**config.mk**
```make
export PLATFORM = sky130hd
export DESIGN_NAME = beat_sequencer
export DESIGN_NICKNAME = d
export VERILOG_FILES = /design/src/rtl/beat_seq_pkg.sv /design/src/rtl/score_rom.sv /design/src/rtl/beat_sequencer.sv
export SDC_FILE = /design/constraint.sdc
export NUM_CORES = 1
export LEC_CHECK = 0
export ABC_AREA = 1
export CORE_UTILIZATION = 30
export CTS_BUF_LIST = sky130_fd_sc_hd__clkbuf_16
export CTS_CLUSTER_DIAMETER = 30
export DETAILED_ROUTE_END_ITERATION = 8
export PLACE_DENSITY = 0.58
export SLEW_MARGIN = 20
export SYNTH_ARGS = -nofsm -noshare
export SYNTH_HDL_FRONTEND = slang
export SYNTH_SLANG_ARGS = --single-unit
```
**constraint.sdc**
```tcl
create_clock -name clk_in -period 1.8 [get_ports clk_in]
set_clock_uncertainty 0.1 [all_clocks]
set_input_delay 0.36 -clock clk_in [delete_from_list [all_inputs] [get_ports clk_in]]
set_output_delay 0.36 -clock clk_in [all_outputs]
set_load 0.02 [all_outputs]
```
**src/rtl/beat_seq_pkg.sv**
```systemverilog
// Shared definitions for the beat sequencer: score entry layout, note codes,
// duration decode and FSM state encoding.
package beat_seq_pkg;

    localparam int ENTRY_W = 8;
    localparam int NOTE_W  = 5;
    localparam int DUR_W   = 3;
    localparam int CNT_W   = 4;

    localparam logic [NOTE_W-1:0]  REST        = 5'd0;
    localparam logic [NOTE_W-1:0]  TONE_MAX    = 5'd21;
    localparam logic [NOTE_W-1:0]  END_MARK    = 5'd31;
    localparam logic [ENTRY_W-1:0] BLANK_ENTRY = {END_MARK, 3'd0};

    typedef enum logic [1:0] {
        ST_IDLE,
        ST_LOAD,
        ST_PLAY,
        ST_FINISH
    } state_t;

    // A zero duration field encodes the longest note, 8 ticks.
    function automatic logic [CNT_W-1:0] decode_dur(input logic [DUR_W-1:0] dur);
        return (dur == '0) ? CNT_W'(8) : {1'b0, dur};
    endfunction

    // Codes above the tone range (other than the end marker) sound as rests.
    function automatic logic [NOTE_W-1:0] sounding_note(input logic [NOTE_W-1:0] code);
        return (code > TONE_MAX) ? REST : code;
    endfunction

endpackage

```
**src/rtl/score_rom.sv**
```systemverilog
// Score ROM with synchronous read (one cycle latency). mem is preloaded from the
// score init file by the build flow; locations not loaded read as end markers.
module score_rom
    import beat_seq_pkg::*;
#(
    parameter int SCORE_LEN = 32,
    parameter int ADDR_W    = 5
) (
    input  logic               clk_in,
    input  logic [ADDR_W-1:0]  addr,
    output logic [ENTRY_W-1:0] data
);

    logic [ENTRY_W-1:0] mem [SCORE_LEN] = '{default: BLANK_ENTRY};

    always_ff @(posedge clk_in) begin
        data <= mem[addr];
    end

endmodule

```
**src/rtl/beat_sequencer.sv**
```systemverilog
// Beat sequencer: plays a score entry by entry, advancing on beat ticks.
// Optional BEAT_SEQ_LOOP_EN: after the end marker, restart from address 0.
module beat_sequencer
    import beat_seq_pkg::*;
#(
    parameter int SCORE_LEN = 32,
    parameter int ADDR_W    = 5
) (
    input  logic              clk_in,
    input  logic              rst_in,
    input  logic              tick_in,
    input  logic              start_in,
    input  logic              stop_in,
    output logic [NOTE_W-1:0] note_out,
    output logic              note_valid,
    output logic              busy,
    output logic              done,
    output logic [ADDR_W-1:0] addr_out
);

    state_t             state_q, state_d;
    logic               load_ph_q, load_ph_d;  // 0: address presented, 1: entry on rom_data
    logic [ADDR_W-1:0]  addr_q, addr_d;
    logic [CNT_W-1:0]   cnt_q, cnt_d;
    logic [NOTE_W-1:0]  note_q, note_d;
    logic [ENTRY_W-1:0] rom_data;
    logic [NOTE_W-1:0]  rom_note;
    logic [DUR_W-1:0]   rom_dur;

    score_rom #(
        .SCORE_LEN(SCORE_LEN),
        .ADDR_W   (ADDR_W)
    ) u_rom (
        .clk_in(clk_in),
        .addr  (addr_q),
        .data  (rom_data)
    );

    assign rom_note = rom_data[ENTRY_W-1 -: NOTE_W];
    assign rom_dur  = rom_data[DUR_W-1:0];

    always_ff @(posedge clk_in or posedge rst_in) begin
        if (rst_in) begin
            state_q <= ST_IDLE;
        end else begin
            state_q <= state_d;
        end
    end

    always_ff @(posedge clk_in or posedge rst_in) begin
        if (rst_in) begin
            load_ph_q <= 1'b0;
            addr_q    <= '0;
            cnt_q     <= '0;
            note_q    <= REST;
        end else begin
            load_ph_q <= load_ph_d;
            addr_q    <= addr_d;
            cnt_q     <= cnt_d;
            note_q    <= note_d;
        end
    end

    always_comb begin
        state_d   = state_q;
        load_ph_d = 1'b0;
        addr_d    = addr_q;
        cnt_d     = cnt_q;
        note_d    = note_q;
        case (state_q)
            ST_IDLE: begin
                if (start_in && !stop_in) begin
                    addr_d  = '0;
                    state_d = ST_LOAD;
                end
            end
            ST_LOAD: begin
                if (stop_in) begin
                    state_d = ST_IDLE;
                    note_d  = REST;
                    cnt_d   = '0;
                end else if (!load_ph_q) begin
                    load_ph_d = 1'b1;
                end else if (rom_note == END_MARK) begin
                    state_d = ST_FINISH;
                    note_d  = REST;
                    cnt_d   = '0;
                end else begin
                    state_d = ST_PLAY;
                    note_d  = sounding_note(rom_note);
                    cnt_d   = decode_dur(rom_dur);
                end
            end
            ST_PLAY: begin
                if (stop_in) begin
                    state_d = ST_IDLE;
                    note_d  = REST;
                    cnt_d   = '0;
                end else if (tick_in) begin
                    cnt_d = cnt_q - 1'b1;
                    // Last tick of the entry: move on; the address wraps naturally.
                    if (cnt_q == CNT_W'(1)) begin
                        addr_d  = addr_q + 1'b1;
                        state_d = ST_LOAD;
                    end
                end
            end
            ST_FINISH: begin
                note_d = REST;
                if (stop_in) begin
                    state_d = ST_IDLE;
                end else begin
`ifdef BEAT_SEQ_LOOP_EN
                    addr_d  = '0;
                    state_d = ST_LOAD;
`else
                    state_d = ST_IDLE;
`endif
                end
            end
            default: begin
                state_d = ST_IDLE;
            end
        endcase
    end

    assign note_out   = note_q;
    assign note_valid = (state_q == ST_PLAY);
    assign busy       = (state_q != ST_IDLE);
    assign done       = (state_q == ST_FINISH);
    assign addr_out   = addr_q;

endmodule

```
After elaboration in Yosys (flattened, before gate mapping) --
Cells that the tools add are included.
Storage, ports and cells: register bits after elaboration 25
Cells by class: add/sub/neg operators 2, order comparisons 1, equality and inequality tests 13, mux-type cells 29, reductions and logical operators 12
Operator list (number):
- two-way mux 5 bit | 9
- two-way mux 4 bit | 6
- one-hot mux 5 bit (3 select lines) | 1
- two-way mux 2 bit | 6
- one-hot mux 5 bit (2 select lines) | 1
- != test 2 bit, second input constant | 4
- one-hot mux 2 bit (4 select lines) | 1
- one-hot mux 4 bit (2 select lines) | 1
- != test 3 bit, second input constant | 2
- AND reduction 3 bit | 2
- nonzero test 2 bit | 3
- adder 5 x 1 -> 5 bit, second input constant | 1
- equality test 5 bit, second input constant | 1
- > comparator 5 bit, second input constant | 1
- AND reduction 5 bit | 1
- equality test 2 bit, second input constant | 2
- equality test 4 x 1 -> 1 bit, second input constant | 1
- two-way mux 1 bit | 4
- AND reduction 4 bit | 1
- subtractor 4 x 1 -> 4 bit, second input constant | 1
- zero test 3 bit | 1
- != test 3 x 2 -> 1 bit, second input constant | 1
- nonzero test 3 bit | 1
- equality test 2 x 1 -> 1 bit, second input constant | 1
- other kinds (4) | 4

Logic depth before layout (Yosys ltp) --
depth after elaboration 6, depth in mapped cells 8, depth with buffers taken out 8

Modules after synthesis --
A second synthesis with hierarchy kept.
Second synthesis, totals: cell total of the unflattened synthesis 172, area total of the unflattened synthesis 1191.1 µm²
Modules (own cells, without submodules):
- beat_sequencer | times used 1, cells an instance 162, area an instance 1123.6 µm²
- score_rom | times used 1, cells an instance 10, area an instance 67.6 µm²

Worst setup path before layout --
OpenSTA, ideal clock, no wires.
path kind register to register, start point register addr_q[0], in the netlist addr_out[0], end point register addr_q[4], in the netlist addr_out[4], library setup time 65 ps, arrival time 1125 ps, path slack 509 ps, stages on the path, launching flop included 8, cell sequence dfrtp_1 > ha_1 > nand3_1 > nand2_1 > nand2_1 > nor2_1 > nand3_1 > nand2_1
Between the ends: word-level cells in the longest chain between the ends 5
Ends and longest elaborated chain:
- start, declared | RTL line beat_sequencer.sv:23 | logic [ADDR_W-1:0] addr_q, addr_d;
- start signal, assigned | RTL line beat_sequencer.sv:58 | addr_q <= addr_d;
- adder 5 x 1 -> 5 bit | RTL line beat_sequencer.sv:103 | addr_d = addr_q + 1'b1;
- two-way mux 5 bit | RTL line beat_sequencer.sv:102 | if (cnt_q == CNT_W'(1)) begin
- two-way mux 5 bit | RTL line beat_sequencer.sv:99 | end else if (tick_in) begin
- two-way mux 5 bit | RTL line beat_sequencer.sv:95 | if (stop_in) begin
- one-hot mux 5 bit (2 select lines) | RTL line beat_sequencer.sv:70 | case (state_q)
No other way between the ends. The select of a mux whose other input is x is not followed. A chain may end at the register's enable or synchronous reset.

Worst setup path after layout --
start point register addr_q[1], in the netlist addr_out[1], end point output addr_out[1]
RTL lines:
- end, declared | RTL line beat_sequencer.sv:18 | output logic [ADDR_W-1:0] addr_out
No word-level cell between the ends.

==> out/results.tsv <==
metric	value	unit
status	finished clean	
antenna_cells	0	
first_pass_iters	4	
clockBufferDepth	2	
synth_compound_area_share	6.21	%
endpoint	addr_out[1]	
peakVddDrop	0.873	mV
wl_met2	857	um
critPathMaxStageDelay	0.63	ns
cts_tree	done	
synth_top_area_share	37.3	%
wl_met1	710	um
syn_avg_cell_area	7.39	sq um
synthMuxAreaShare	0	%
worstPathMaxFanout	5	
std_cell_rows	18	
postCtsSetupBuffers	0	
place_ws	0.0532	ns
crit_family	buffers and inverters	
ios	18	
rr_endpoint	cnt_q[3]$_DFFE_PP0P_	
gp_congestion	0.846	
critPathSlowestCell	clkdlybuf4s50_1	
cts_buffers	3	
finalNetCount	137	
io_buffers	12	
clk_pin_slew	0.04	ns
vias	716	
initial_core_util	32.2	%
grt_pass1_wl	2.71	mm
synth_top_family_by_area	simple AND/OR/NAND/NOR gates	
path_depth	1	
clockRootBuffer	clkbuf_16	
reg2reg_slack	0.38	ns
min_path_type	input pin to async pin	
synthAdderAreaFrac	4.66	%
power_density	1500	nW/um^2
cp-startpoint	addr_out[1]$_DFFE_PP0P_	
core-area	2500	sq um
final_util	42.0	%
synth_xor_area_share	1.09	%
cp-start-kind	flip-flop	
rsz0062_at_grt	no	
cts_hold_buf	0	
antenna_left	0	
ys_seq_elements	12	
htreeDepth	1	
synth_top_cell_by_area	dfrtp_1	
crit_path_end_kind	output pin	
cp.required	1.34	ns
path_cells	clkdlybuf4s50_1	
die_w	53.8	um
overflow	0	
synthSimpleGateAreaFrac	39.1	%
crit_type	flip-flop to output pin	
wl_per_cell	10.4	um
yosys_warnings	0	
dieArea	2900	sq um
wl	1.65	mm
slew_violations	0	
finalHoldViolCount	0	
clock_sinks	12	
timing.max_cap.violations	0	
synth.cell_area	806	sq um
area_growth	30.3	%
fmaxAchievable	575	MHz
drtIter0Drc	18	
insertion_delay	0.24	ns
synth_cell_type_count	21	
top_layer_used	met4	
drt-vias-per-instance	4.53	
seq_area_frac_synth	37.3	%
cp.arrival	1.28	ns
antenna_found_initial	0	
worst_slack	0.0617	ns
layout-drive-gt1-share	14.1	%
routed-wl-met3	73	um
setup_tns	0	ns
fin_crit	1.74	ns
worstReg2RegStart	state_q[0]$_DFFE_PP0P_	
synthCells	109	
grt_max_degree	13	
fp.dieH	53.8	um
grt_pass1_vias	637	
rr_worst_depth	9	
power_leakage	0.000582	uW
finalSetupViolCount	0	
period_share	96.6	%
yosys-top-cells-area	dfrtp_1 (37%), nand2_1 (16%), nand3_1 (6.8%), inv_1 (5.1%), buf_4 (4.7%)	
critPathBufInv	1	
drc_errors	0	
track_usage	13.4	%
place_hpwl	1.25	mm
-- cell families (layout without fill, tap and decap cells) --
logic type               Yosys count  after routing
other                              1              5
flip-flops                        12             12
adder cells (fa/ha/maj)            3              3
buffers and inverters             19             34
XOR/XNOR                           1              1
AO/OA/AOI/OAI                      7              7
AND/OR/NAND/NOR                   66             66
-- layout make-up --
cell class | count | area [sq um]
clock inverter | 1 | 3.75
multi-input combinational | 82 | 430
sequential | 12 | 300
clock buffer | 3 | 75.1
timing repair buffer | 16 | 150
tap | 30 | 37.5
inverter | 14 | 52.6
fill | 255 | 1450
-- how the worst min path moves through the flow --
stage / slack [ns] / cells past startpoint / startpoint / to
after floorplan: 0.12 / 1 / rst_in / addr_out[0]$_DFFE_PP0P_
after global placement: 0.41 / 2 / cnt_q[0]$_DFFE_PP0P_ / cnt_q[0]$_DFFE_PP0P_
after detailed placement: 0.41 / 2 / cnt_q[1]$_DFFE_PP0P_ / cnt_q[1]$_DFFE_PP0P_
after CTS: 0.35 / 2 / rst_in / addr_out[1]$_DFFE_PP0P_
after global routing: 0.40 / 2 / rst_in / addr_out[0]$_DFFE_PP0P_
final: 0.34 / 2 / rst_in / addr_out[1]$_DFFE_PP0P_
-- cells in the final DEF, fill, tap and decap left out, types with 4 or more instances in the layout --
| master | n |
|---|---|
| nor2_1 | 9 |
| buf_4 | 4 |
| dlygate4sd2_1 | 4 |
| nand2_1 | 35 |
| clkdlybuf4s50_1 | 6 |
| dfrtp_1 | 12 |
| inv_1 | 11 |
| nand4_1 | 4 |
| conb_1 | 5 |
| nand3_1 | 11 |
-- per-layer routing --
metal | GRT usage [%] | vias to the layer above
li1 | - | 377
met5 | 0 | -
met3 | 5.08 | 2
met4 | 3.95 | 0
met2 | 23.5 | 15
met1 | 14.8 | 322
-- state kept, by name, indices dropped and copies added, names as in the netlist --
signal	count
state_q	2
load_ph_q	1
addr_out	5
cnt_q	4
-- synth_stat cells --
cell type,n
nand2_1,35
dfrtp_1,12
inv_1,11
nand3_1,11
nor2_1,9
buf_4,5
nand4_1,4
ha_1,3
inv_2,3
o21ai_0,3
nand2_4,2
o21ai_1,2
conb_1,1
nand3_2,1
nand3_4,1
nand3b_1,1
nor2_2,1
o21ai_2,1
o21ai_4,1
or2_2,1
xnor2_1,1
-- worst register-to-register path, stage by stage, from the launching register on --
cell	delay [ns]
dfrtp_1	0.42
inv_2	0.12
nand2_4	0.05
buf_4	0.16
nor2_2	0.11
nand2_1	0.10
nand3_4	0.11
inv_2	0.04
nand2_1	0.05
nand2_1	0.04
-- where the power goes --
group	switching, uW	leakage, uW	internal, uW	total [uW]
Combinational	468	0.000380	281	749
Sequential	83.7	0.000163	343	426
Clock	112	0.0000385	292	404
Total	664	0.000582	915	1580
-- through the flow --
| step | cells | instance area (sq um) | total power (uW) | hold slack, ns |
|---|---|---|---|---|
| 6_report | 158 | 1050 | 1580 | 0.336 |
| 4_1_cts | 158 | 1040 | 1600 | 0.354 |
| 3_5_place_dp | 154 | 971 | 1200 | 0.410 |
| 3_3_place_gp | 154 | 971 | 1190 | 0.406 |
| 2_1_floorplan | 113 | 821 | 963 | 0.125 |
| 5_1_grt | 158 | 1050 | 1700 | 0.400 |
-- repair_timing --
item / in CTS / in global routing
endpoints found under the setup margin: 4 / 2
endpoints found under the hold margin: 0 / 0
cloned: 0 / 0
gates resized for setup: 4 / 2
Note: power is estimated with default switching activity, not from simulation.
